--- src/rtl/xif_offload_pkg.sv ---
// Shared types for the CPU-side CORE-V-XIF offload driver: FSM states,
// privilege mode and the latched instruction record.
package xif_offload_pkg;

  typedef enum logic [1:0] {
    IDLE   = 2'd0,
    ISSUE  = 2'd1,
    COMMIT = 2'd2
  } offload_state_e;

  localparam logic [1:0] PRIV_MODE_M = 2'b11;

  localparam int DEF_NUM_RS    = 3;
  localparam int DEF_RFR_WIDTH = 32;
  localparam int LATCH_RS_W    = DEF_NUM_RS * DEF_RFR_WIDTH;

  // The rs field is sized from the package defaults; the top derives its
  // operand parameters from the same constants.
  typedef struct packed {
    logic [31:0]           instr;
    logic [LATCH_RS_W-1:0] rs;
    logic                  kill;
  } latched_instr_t;

  function automatic logic [31:0] sat_inc(input logic [31:0] v);
    return (v == 32'hFFFF_FFFF) ? v : v + 32'd1;
  endfunction

endpackage

--- src/rtl/xif_id_scoreboard.sv ---
// Outstanding-ID bitmap with an occupancy count; one set and one clear
// port per cycle, two independent query ports.
module xif_id_scoreboard #(
  parameter int X_ID_WIDTH      = 4,
  parameter int MAX_OUTSTANDING = 4
) (
  input  logic                  clk,
  input  logic                  reset,
  input  logic                  set,
  input  logic [X_ID_WIDTH-1:0] set_id,
  input  logic                  clr,
  input  logic [X_ID_WIDTH-1:0] clr_id,
  input  logic [X_ID_WIDTH-1:0] query_a_id,
  output logic                  busy_a,
  input  logic [X_ID_WIDTH-1:0] query_b_id,
  output logic                  busy_b,
  output logic                  full
);

  localparam int NUM_IDS = 2 ** X_ID_WIDTH;
  localparam int CW      = $clog2(MAX_OUTSTANDING + 1);
  localparam logic [CW-1:0] MAX_CNT = CW'(MAX_OUTSTANDING);

  logic [NUM_IDS-1:0] busy;
  logic [CW-1:0]      count;

  always_ff @(posedge clk) begin
    if (reset) begin
      busy  <= '0;
      count <= '0;
    end else begin
      if (set) busy[set_id] <= 1'b1;
      if (clr) busy[clr_id] <= 1'b0;
      // A set and a clear in the same cycle cancel in the count.
      if (set && !clr)      count <= count + 1'b1;
      else if (clr && !set) count <= count - 1'b1;
    end
  end

  assign busy_a = busy[query_a_id];
  assign busy_b = busy[query_b_id];
  assign full   = (count >= MAX_CNT);

endmodule

--- src/rtl/xif_cpu_offload.sv ---
// CPU-side driver of the CORE-V-XIF issue/commit/result channels (flattened
// cpu_issue/cpu_commit/cpu_result modports). XIF_OFFLOAD_PERF_EN adds counters.
module xif_cpu_offload
  import xif_offload_pkg::*;
#(
  parameter int X_NUM_RS        = DEF_NUM_RS,
  parameter int X_ID_WIDTH      = 4,
  parameter int X_RFR_WIDTH     = DEF_RFR_WIDTH,
  parameter int X_RFW_WIDTH     = 32,
  parameter int MAX_OUTSTANDING = 4
) (
  input  logic                            clk,
  input  logic                            reset,
  input  logic                            instr_valid,
  output logic                            instr_ready,
  input  logic [31:0]                     instr,
  input  logic [X_NUM_RS*X_RFR_WIDTH-1:0] instr_rs,
  input  logic                            instr_kill,
  output logic                            issue_valid,
  input  logic                            issue_ready,
  output logic [31:0]                     issue_instr,
  output logic [1:0]                      issue_mode,
  output logic [X_ID_WIDTH-1:0]           issue_id,
  output logic [X_NUM_RS*X_RFR_WIDTH-1:0] issue_rs,
  output logic [X_NUM_RS-1:0]             issue_rs_valid,
  output logic [5:0]                      issue_ecs,
  output logic                            issue_ecs_valid,
  input  logic                            issue_accept,
  input  logic                            issue_writeback,
  output logic                            commit_valid,
  output logic [X_ID_WIDTH-1:0]           commit_id,
  output logic                            commit_kill,
  input  logic                            result_valid,
  output logic                            result_ready,
  input  logic [X_ID_WIDTH-1:0]           result_id,
  input  logic [X_RFW_WIDTH-1:0]          result_data,
  input  logic [4:0]                      result_rd,
  output logic                            wb_valid,
  output logic [4:0]                      wb_rd,
  output logic [X_RFW_WIDTH-1:0]          wb_data,
  output logic [X_ID_WIDTH-1:0]           wb_id,
  output logic                            reject_pulse,
  output logic                            unexp_result
`ifdef XIF_OFFLOAD_PERF_EN
  ,
  output logic [31:0]                     perf_issued,
  output logic [31:0]                     perf_rejected,
  output logic [31:0]                     perf_killed,
  output logic [31:0]                     perf_results
`endif
);

  offload_state_e        state, state_nxt;
  latched_instr_t        lat;
  logic [X_ID_WIDTH-1:0] next_id;
  logic                  wb_cap;
  logic                  take, id_adv, sb_set;
  logic                  issue_hs, res_hs, res_hit;
  logic                  busy_next, busy_res, sb_full;

  assign issue_hs = (state == ISSUE) && issue_ready;
  assign res_hs   = result_valid && result_ready;
  assign res_hit  = res_hs && busy_res;

  always_comb begin
    state_nxt    = state;
    instr_ready  = 1'b0;
    issue_valid  = 1'b0;
    commit_valid = 1'b0;
    take         = 1'b0;
    id_adv       = 1'b0;
    sb_set       = 1'b0;
    case (state)
      IDLE: begin
        instr_ready = result_ready && !sb_full && !busy_next;
        if (instr_valid && instr_ready) begin
          take      = 1'b1;
          state_nxt = ISSUE;
        end
      end
      ISSUE: begin
        issue_valid = 1'b1;
        if (issue_ready) begin
          if (issue_accept) begin
            state_nxt = COMMIT;
          end else begin
            id_adv    = 1'b1;
            state_nxt = IDLE;
          end
        end
      end
      COMMIT: begin
        commit_valid = 1'b1;
        sb_set       = !lat.kill && wb_cap;
        id_adv       = 1'b1;
        state_nxt    = IDLE;
      end
      default: state_nxt = IDLE;
    endcase
  end

  always_ff @(posedge clk) begin
    if (reset) begin
      state        <= IDLE;
      lat          <= '0;
      next_id      <= '0;
      wb_cap       <= 1'b0;
      result_ready <= 1'b0;
      reject_pulse <= 1'b0;
      unexp_result <= 1'b0;
      wb_valid     <= 1'b0;
      wb_rd        <= '0;
      wb_data      <= '0;
      wb_id        <= '0;
    end else begin
      state        <= state_nxt;
      result_ready <= 1'b1;
      reject_pulse <= issue_hs && !issue_accept;
      unexp_result <= res_hs && !busy_res;
      wb_valid     <= res_hit;
      if (take) begin
        lat.instr <= instr;
        lat.rs    <= instr_rs;
        lat.kill  <= instr_kill;
      end
      if (issue_hs) wb_cap <= issue_writeback;
      if (id_adv)   next_id <= next_id + 1'b1;
      if (res_hit) begin
        wb_rd   <= result_rd;
        wb_data <= result_data;
        wb_id   <= result_id;
      end
    end
  end

  // Request fields come straight from the latch, so they hold while stalled.
  assign issue_instr     = lat.instr;
  assign issue_mode      = PRIV_MODE_M;
  assign issue_id        = next_id;
  assign issue_rs        = lat.rs;
  assign issue_rs_valid  = '1;
  assign issue_ecs       = '0;
  assign issue_ecs_valid = issue_valid;
  assign commit_id       = next_id;
  assign commit_kill     = lat.kill;

  // A result for the ID being committed this cycle sees a clear bit and is
  // reported as unexpected rather than racing the set.
  xif_id_scoreboard #(
    .X_ID_WIDTH     (X_ID_WIDTH),
    .MAX_OUTSTANDING(MAX_OUTSTANDING)
  ) u_sb (
    .clk       (clk),
    .reset     (reset),
    .set       (sb_set),
    .set_id    (next_id),
    .clr       (res_hit),
    .clr_id    (result_id),
    .query_a_id(next_id),
    .busy_a    (busy_next),
    .query_b_id(result_id),
    .busy_b    (busy_res),
    .full      (sb_full)
  );

`ifdef XIF_OFFLOAD_PERF_EN
  always_ff @(posedge clk) begin
    if (reset) begin
      perf_issued   <= '0;
      perf_rejected <= '0;
      perf_killed   <= '0;
      perf_results  <= '0;
    end else begin
      if (issue_hs && issue_accept)   perf_issued   <= sat_inc(perf_issued);
      if (issue_hs && !issue_accept)  perf_rejected <= sat_inc(perf_rejected);
      if (commit_valid && lat.kill)   perf_killed   <= sat_inc(perf_killed);
      if (res_hit)                    perf_results  <= sat_inc(perf_results);
    end
  end
`endif

endmodule

--- config.mk ---
export PLATFORM = sky130hd
export DESIGN_NAME = xif_cpu_offload
export DESIGN_NICKNAME = d
export VERILOG_FILES = /design/src/rtl/xif_offload_pkg.sv /design/src/rtl/xif_id_scoreboard.sv /design/src/rtl/xif_cpu_offload.sv
export SDC_FILE = /design/constraint.sdc
export NUM_CORES = 1
export LEC_CHECK = 0
export ABC_AREA = 0
export CAP_MARGIN = 5
export CORE_MARGIN = 5
export CORE_UTILIZATION = 44
export DETAILED_ROUTE_END_ITERATION = 16
export GPL_TIMING_DRIVEN = 0
export PLACE_DENSITY = 0.85
export REMOVE_ABC_BUFFERS = 1
export SLEW_MARGIN = 30
export SYNTH_ARGS = -nofsm -noshare
export SYNTH_HDL_FRONTEND = slang
export SYNTH_SLANG_ARGS = --single-unit
--- constraint.sdc ---
create_clock -name clk -period 7.7 [get_ports clk]
set_input_delay 1.54 -clock clk [delete_from_list [all_inputs] [get_ports clk]]
set_output_delay 1.54 -clock clk [all_outputs]
set_load 0.01 [all_outputs]
* Yosys cells after proc, flatten, opt, wreduce, memory -nomap -nowiden
Cells that the tools add are included.
** Operators by class
- Add/subtract/negate cells :: 3
- Bitwise operators :: 3
- Reductions and logical operators :: 23
- Order comparisons :: 5
- Mux-type cells :: 27
- Equal/unequal tests :: 4
** Operators with widths (count)
- two-way mux 16 bit :: 3
- bitwise AND 16 bit :: 1
- inverter 16 bit :: 1
- OR 16 bit :: 1
- logical AND 1 bit :: 13
- two-way mux 1 bit :: 13
- less-than comparator 4 x 5 -> 1 bit (second input constant) :: 2
- binary-select mux 1 bit (select 4 bit) :: 2
- demux 1 bit (select 4 bit) :: 2
- greater-or-equal comparator 4 x 1 -> 1 bit (second input constant) :: 2
- logical NOT 1 bit :: 7
- two-way mux 2 bit :: 3
- two-way mux 3 bit :: 2
- adder 4 x 1 -> 4 bit (second input constant) :: 1
- inequality test 2 bit (second input constant) :: 2
- one-hot mux 2 bit (2 select lines) :: 1
- adder 3 x 1 -> 3 bit (second input constant) :: 1
- greater-or-equal comparator 3 bit (second input constant) :: 1
- subtractor 3 x 1 -> 3 bit (second input constant) :: 1
- == test 2 x 1 -> 1 bit (second input constant) :: 1
- == test 2 bit (second input constant) :: 1
- logical NOT 2 bit :: 1
- one-hot mux 1 bit (2 select lines) :: 1
- AND reduction 2 bit :: 1
- nonzero test 2 bit :: 1
** Storage, ports and cells
- Input bits :: 177
- Bits in registers :: 200

* Depth between registers and ports, before layout
Gate-level depths: netlist of the first run.
- Word-level depth :: 9
- Mapped depth :: 14
- Mapped depth without buffers :: 11

* Modules after synthesis
From an unflattened synthesis of the first run, not the netlist that was laid out.
** Second synthesis, totals
- Cell total of the unflattened synthesis :: 940
- Area, all modules :: 7928.9 um2
** By module, submodules not included
- xif_cpu_offload :: instances 1, cells each 841, area each 6851.6 um2
- xif_id_scoreboard :: instances 1, cells each 99, area each 1077.3 um2

* Worst setup path after synthesis of the first run
No wires, ideal clock.
- Path kind :: input to register
- From :: input port result_id[1]
- To :: register u_sb.count[2]
- Stages :: 14
- Path slack :: 3.559 ns
- Arrival :: 4.070 ns
- Buffers on the path :: 3
- Required time :: 7.630 ns
- Setup time :: 0.070 ns
- Path through :: buf_2 mux4_2 nand2_1 nand2_1 a41o_1 buf_4 buf_6 inv_1 ha_1 inv_1 fa_1 xor2_1 or3_1 a21oi_1
** Between the ends
- Longest elaborated chain between the ends :: 6
** RTL lines
- start: declaration :: line xif_cpu_offload.sv:35 : input logic [X_ID_WIDTH-1:0] result_id,
- binary-select mux 1 bit (select 4 bit) * :: line xif_id_scoreboard.sv:41 : assign busy_b = busy[query_b_id];
- two-way mux 1 bit (not written as such) * :: line xif_id_scoreboard.sv:41
- logical AND 1 bit * :: line xif_cpu_offload.sv:63 : assign res_hit = res_hs && busy_res;
- logical NOT 1 bit :: line xif_id_scoreboard.sv:35 : if (set && !clr) count <= count + 1'b1;
- logical AND 1 bit :: line xif_id_scoreboard.sv:35
- two-way mux 3 bit or nonzero test 2 bit (tied branches)
- end signal: assignment :: line xif_id_scoreboard.sv:35
- end signal: assignment :: line xif_id_scoreboard.sv:36 : else if (clr && !set) count <= count - 1'b1;
- end: declaration :: line xif_id_scoreboard.sv:25 : logic [CW-1:0] count;
Every way passes the cells marked *; elsewhere a longest branch is shown, timed or not. The select of a mux whose other input is x is not followed.
A chain may end at the register's enable or synchronous reset.

* Final worst setup path of the first run
Ends and elaborated chain as after synthesis.

==> flow_metrics.tcl, run 1 <==
set metrics [dict create \
    yosys.area.top_type_share_pct 50.45 \
    power.total_mw 2.374 \
    die_y_microns 144.3 \
    synth_area_leader_cell "dfxtp_1" \
    hold_violations 0 \
    end_kind "flop" \
    cts.sinks 200 \
    tritoncts "built" \
    io_buffers 362 \
    wl_met2_mm 12.77 \
    slowest_delay_ns 0.76 \
    ys_async_sr_fraction_pct 0 \
    p_per_area_nw_per_um2 194.4 \
    netlist-cell-type-count 41 \
    cts-root-buf "clkbuf_16" \
    vias_per_cell 4.991 \
    diodes 0 \
    drtIter0Drc 478 \
    route.vias.total 7461 \
    antenna_found_initial 0 \
    grt_first_pass_wirelength_mm 37.65 \
    dp_hpwl_mm 18.58 \
    crit_chain "clkdlybuf4s50_1 > mux4_2 > nand2b_1 > nand2_1 > a41o_4 > buf_12 > inv_1 > ha_1 > inv_1 > fa_1 > xor2_1 > or3_1 > a21oi_1" \
    peakVddDrop_mv 0.1438 \
    synth_edf_count 0 \
    cts_resized 0 \
    crit_top_cell "inv_1" \
    grt_use_total_pct 22.92 \
    hold_buffers 0 \
    wl_met3_mm 2.055 \
    final_util_pct 68.42 \
    maxSlewHeadroom_pct 49.55 \
    postSynthCellCount 941 \
    nets 1440 \
    netlist_area_sq_um 7936 \
    initial_core_util_pct 44.48 \
    drcViolationCount 0 \
    fmax_ghz 0.2152 \
    yosys-top-cells-count "346 x nand2_1, 200 x dfxtp_1, 147 x a21oi_1, 45 x mux2i_1, 41 x clkbuf_1" \
    cp_data_required_time_ns 8.06 \
    met1Wirelength_mm 9.470 \
    postSynthAreaPerCell_sq_um 8.434 \
    crit_path_top_delay_cell "clkdlybuf4s50_1" \
    wl_mm 25.20 \
    drv_slew 0 \
    grt_max_degree 106 \
    arrival_ns 5.01 \
    post_cts_buffers 0 \
    clockBufferDepth 2 \
    cts_made_buffers 17 \
    worst-setup-path-type "in2reg" \
    core.rowCount 49 \
    yosysSeqAreaShare_pct 50.45 \
    finalSetupViolCount 0 \
    grt_overflow_total 0 \
    core_sq_um 17840 \
    cts_htree_levels 4 \
    start_kind "primary input" \
    wl_per_cell_microns 16.86 \
    skew_ns 0.01273 \
    synthMostInstantiatedCell "nand2_1" \
    top_layer "met4" \
    p_leak_nw 4.360 \
    fin_crit_sh_pct 60.35 \
    ios 374 \
    cts.clk_slew.worst_paths_ns 0.07 \
    status "completed" \
    ant_nets 0 \
    worstMarginPinSlew_ns 0.7462 \
    cp_max_fo 29 \
    area_growth_pct 53.81 \
    place.gp.congestion 0.8497 \
    hold_class "reg2reg" \
    synth.area.top_cells "dfxtp_1 50%, nand2_1 16%, a21oi_1 9.3%" \
    clk_latency_ns 0.43 \
    dieArea_sq_um 20820 \
    grt_pass1_vias 7229 \
    maxCapViolCount 0 \
    final_layout_size_suffix_gt1_share_pct 4.186 \
    first_pass_iters 5 \
    die_w_microns 144.3 \
    rsz0062_at_grt "no" \
    ys_warn_count 0 \
    finalCriticalPeriod_ns 4.647 \
    ys_ff_latch 200 \
    ys_dominant_reg_cell "dfxtp_1" \
]
-- cell families (layout without fill, tap and decap cells) --
| family | count (synthesis) | in the layout | share of synthesized area, % |
|---|---|---|---|
| flip-flops | 200 | 200 | 50.45 |
| AND/OR/NAND/NOR | 395 | 395 | 20.04 |
| buffers and inverters | 93 | 409 | 6.369 |
| AO/OA/AOI/OAI | 180 | 180 | 12.47 |
| multiplexers | 57 | 57 | 8.513 |
| XOR/XNOR | 5 | 5 | 0.5518 |
| other | 2 | 11 | 0.09463 |
| adder cells (fa/ha/maj) | 9 | 9 | 1.514 |
-- metal layers --
layer | vias up | global-route usage, %
met1 | 3431 | 25.93
met4 | 0 | 9.622
met5 | - | 0
li1 | 3698 | -
met3 | 56 | 7.011
met2 | 276 | 40.04
-- sequential cells by signal, indices dropped and copies added (netlist names), 2 cells and up --
register / cells
issue_rs: 96
u_sb.busy: 16
state: 2
issue_instr: 32
wb_id: 4
wb_rd: 5
u_sb.count: 3
wb_data: 32
commit_id: 4
-- area by class of cell --
type | count | area (sq um)
flip-flops and latches | 200 | 4004
well taps | 229 | 286.5
fillers | 1363 | 5634
multi-input cells | 657 | 3490
repair buffers | 369 | 3784
clock inverters | 12 | 163.9
clock buffers | 19 | 442.9
inverters | 9 | 36.28
-- cells in the final DEF, fill, tap and decap left out, types with 3 or more instances in the layout --
cell type        instances
clkdlybuf4s50_1        361
nand2_1                346
dfxtp_1                200
a21oi_1                147
mux2i_1                 45
clkbuf_16               17
a211oi_1                16
conb_1                  11
nor2_1                  10
inv_1                    8
mux4_2                   8
and2_1                   8
ha_1                     8
a31oi_1                  5
nor2b_1                  5
buf_12                   5
xor2_1                   4
nor3b_1                  4
inv_6                    4
and3b_1                  3
nand2b_1                 3
nor3_1                   3
clkinvlp_4               3
bufinv_16                3
-- path summary, 6_finish.rpt --
path                               startpoint             to  slack [ns]  cells after the start
worst min register to register   issue_rs[32]   issue_rs[32]        0.45                      2
worst min-delay path             issue_rs[32]   issue_rs[32]        0.45                      2
worst max register to register  u_sb.busy[14]  u_sb.count[2]        4.68                     12
worst max-delay path             result_id[1]  u_sb.count[2]        3.05                     13
-- metrics by stage --
step / cells / setup WS [ns] / TNS, ns / instance area, sq um / hold slack [ns]
global placement: 1457 / -2.885 / -118.72 / 11410 / 0.4401
CTS: 1495 / 3.074 / 0 / 12210 / 0.4553
global route: 1495 / 2.860 / 0 / 12210 / 0.4664
floorplan: 866 / 2.948 / 0 / 7498 / 0.4260
finish: 1495 / 3.053 / 0 / 12210 / 0.4535
detailed placement: 1464 / 2.634 / 0 / 11600 / 0.4453
-- worst max-delay path, delay by kind of cell --
family | cells | cell delay [ns]
AOI/OAI and AO/OA | 2 | 0.55
and+or+nand+nor | 3 | 0.51
muxes | 1 | 0.57
adders and majority gates | 2 | 0.55
xor gates and xnor gates | 1 | 0.16
buffers and inverters | 4 | 1.12
-- report_power, final --
group	total, mW	switching, mW	internal (mW)
clock network	0.937	0.412	0.525
registers	1.10	0.0205	1.07
logic	0.341	0.151	0.190
total	2.37	0.584	1.79
Power figures use the tool's default switching activity.
==> inputs of run 2 (changes only) <==
Settings changed: CORE_UTILIZATION 44 to 41, PLACE_DENSITY 0.85 to 0.8.
Clock period 7.7 ns to 4.6 ns, I/O delays scaled along.
==> run 2 against run 1 <==
- cell area barely moved
- routed wire length down 1.6%
- sequential power up 66%
- global-route usage is 1.5 points lower
- utilization decreased by 3.8 points
- total power up 62%
- highest routed layer unchanged
==> flow_metrics.tcl, run 2 (synthesis results as in run 1) <==
set metrics [dict create \
    status "completed" \
    grt_pass1_vias 7113 \
    ant_nets 0 \
    crit_path_top_delay_cell "clkdlybuf4s50_1" \
    diodes 0 \
    cts.clk_slew.worst_paths_ns 0.07 \
    worst-path-buf-inv 4 \
    start_kind "primary input" \
    dieArea_sq_um 22240 \
    dp_hpwl_mm 18.63 \
    p_sw_mw 1.012 \
    cts.sinks 200 \
    die_y_microns 149.1 \
    drtIter0Drc 390 \
    wl_mm 24.81 \
    final_layout_size_suffix_gt1_share_pct 4.262 \
    p_per_area_nw_per_um2 315.1 \
    first_pass_iters 6 \
    final_common_cell "clkdlybuf4s50_1" \
    cts_resized 0 \
    nets 1440 \
    path_delay_family "buffers and inverters" \
    core.rowCount 50 \
    clock_power_share_pct 37.6 \
    arrival_ns 4.33 \
    p_int_mw 2.837 \
    drv_slew 0 \
    core_sq_um 18890 \
    post_cts_buffers 0 \
    route.vias.total 7475 \
    cts-root-buf "clkbuf_16" \
    largest_reg_flops 96 \
    hold_depth 2 \
    hold_violations 0 \
    power.total_mw 3.849 \
    ios 374 \
    clockBufferDepth 2 \
    peakVddDrop_mv 0.2533 \
    cp.depth 13 \
    skew_ns 0.01372 \
    antenna_found_initial 0 \
    maxSlewHeadroom_pct 47.88 \
    grt_use_total_pct 21.37 \
    worst-setup-path-type "in2reg" \
    final_util_pct 64.66 \
    worstMarginPinSlew_ns 0.7710 \
    clk_latency_ns 0.43 \
    grt_first_pass_wirelength_mm 37.75 \
    hold_class "reg2reg" \
    hold_buffers 0 \
    grt_overflow_total 0 \
    maxCapViolCount 0 \
    cts_htree_levels 4 \
    combPwrFrac_pct 14.8 \
    initial_core_util_pct 42.01 \
    cts_made_buffers 17 \
    rsz0062_at_grt "no" \
    vias_per_cell 4.895 \
    drcViolationCount 0 \
    cp_data_required_time_ns 4.96 \
    p_sw_share_pct 26.30 \
    final_cell_mix "361 x clkdlybuf4s50_1, 346 x nand2_1, 200 x dfxtp_1, 147 x a21oi_1, 45 x mux2i_1" \
    finalCriticalPeriod_ns 3.976 \
    finalSetupViolCount 0 \
    slowest_delay_ns 0.77 \
    seqPwrFrac_pct 47.6 \
    cp_max_fo 37 \
    io_buffers 362 \
    fmax_ghz 0.2515 \
    crit_chain "clkdlybuf4s50_1 > mux4_2 > nand2_1 > nand2_1 > a41o_4 > buf_16 > inv_1 > ha_1 > inv_1 > fa_1 > xor2_1 > or3_1 > a21oi_1" \
    p_leak_nw 4.351 \
    r2r_cells 7 \
    area_growth_pct 53.92 \
    place.gp.congestion 0.8496 \
    die_w_microns 149.1 \
    tritoncts "built" \
    wl_per_cell_microns 16.24 \
    end_kind "flop" \
    fin_crit_sh_pct 86.43 \
    grt_max_degree 103 \
]
[run 2: changes by cell type in the layout (fill, tap and decap cells not counted), moves of 2 or more]
cell        previous run  this run
clkinv_4               0         5
inv_8                  1         3
bufinv_16              3         0
clkinv_8               0         2
clkinvlp_4             3         1
inv_6                  4         2
[run 2: per-layer routing]
| metal | up-vias | share of wire, % | GRT usage, % |
|---|---|---|---|
| met5 | - | 0 | 0 |
| met2 | 277 | 50 | 35.94 |
| met1 | 3437 | 38 | 24.97 |
| li1 | 3706 | - | - |
| met3 | 55 | 7.6 | 6.776 |
| met4 | 0 | 3.5 | 9.565 |
[run 2: through the flow]
step	std cells	setup TNS [ns]	setup slack (ns)	hold WS, ns	area, sq um
floorplan	866	0	0.4158	0.4260	7498
global placement	1488	-516.51	-5.360	0.4405	11450
detailed placement	1495	0	0.1475	0.4455	11650
CTS	1527	0	0.6252	0.4559	12220
global route	1527	0	0.4605	0.4722	12220
finish	1527	0	0.6244	0.4542	12220
[run 2: area by class of cell]
type | instances | area (sq um)
flip-flops and latches | 200 | 4004
repair buffers | 369 | 3791
well taps | 260 | 325.3
clock inverters | 14 | 140.1
inverters | 9 | 36.28
clock buffers | 18 | 429.2
multi-input cells | 657 | 3490
fillers | 1613 | 6678
[run 2: worst paths after layout]
kind	startpoint	end	slack [ns]
max reg2reg	commit_id[1]	issue_instr[7]	1.50
min reg2reg	issue_instr[10]	issue_instr[10]	0.45
min	issue_instr[10]	issue_instr[10]	0.45
max	result_id[1]	u_sb.count[2]	0.62
[run 2: power by group through the flow]
stage	clock [mW]	combinational, mW	sequential [mW]
6_report	1.45	0.569	1.83
5_1_grt	1.56	0.618	1.84
4_1_cts	1.49	0.575	1.83
3_5_place_dp	0	0.572	1.87
3_3_place_gp	0	0.565	1.87
2_1_floorplan	0	0.159	1.90
[run 2: worst min-delay path, cell delays in order (launching register included)]
cell and delay [ns]:
dfxtp_1 0.31, nand2_1 0.05, a21oi_1 0.05
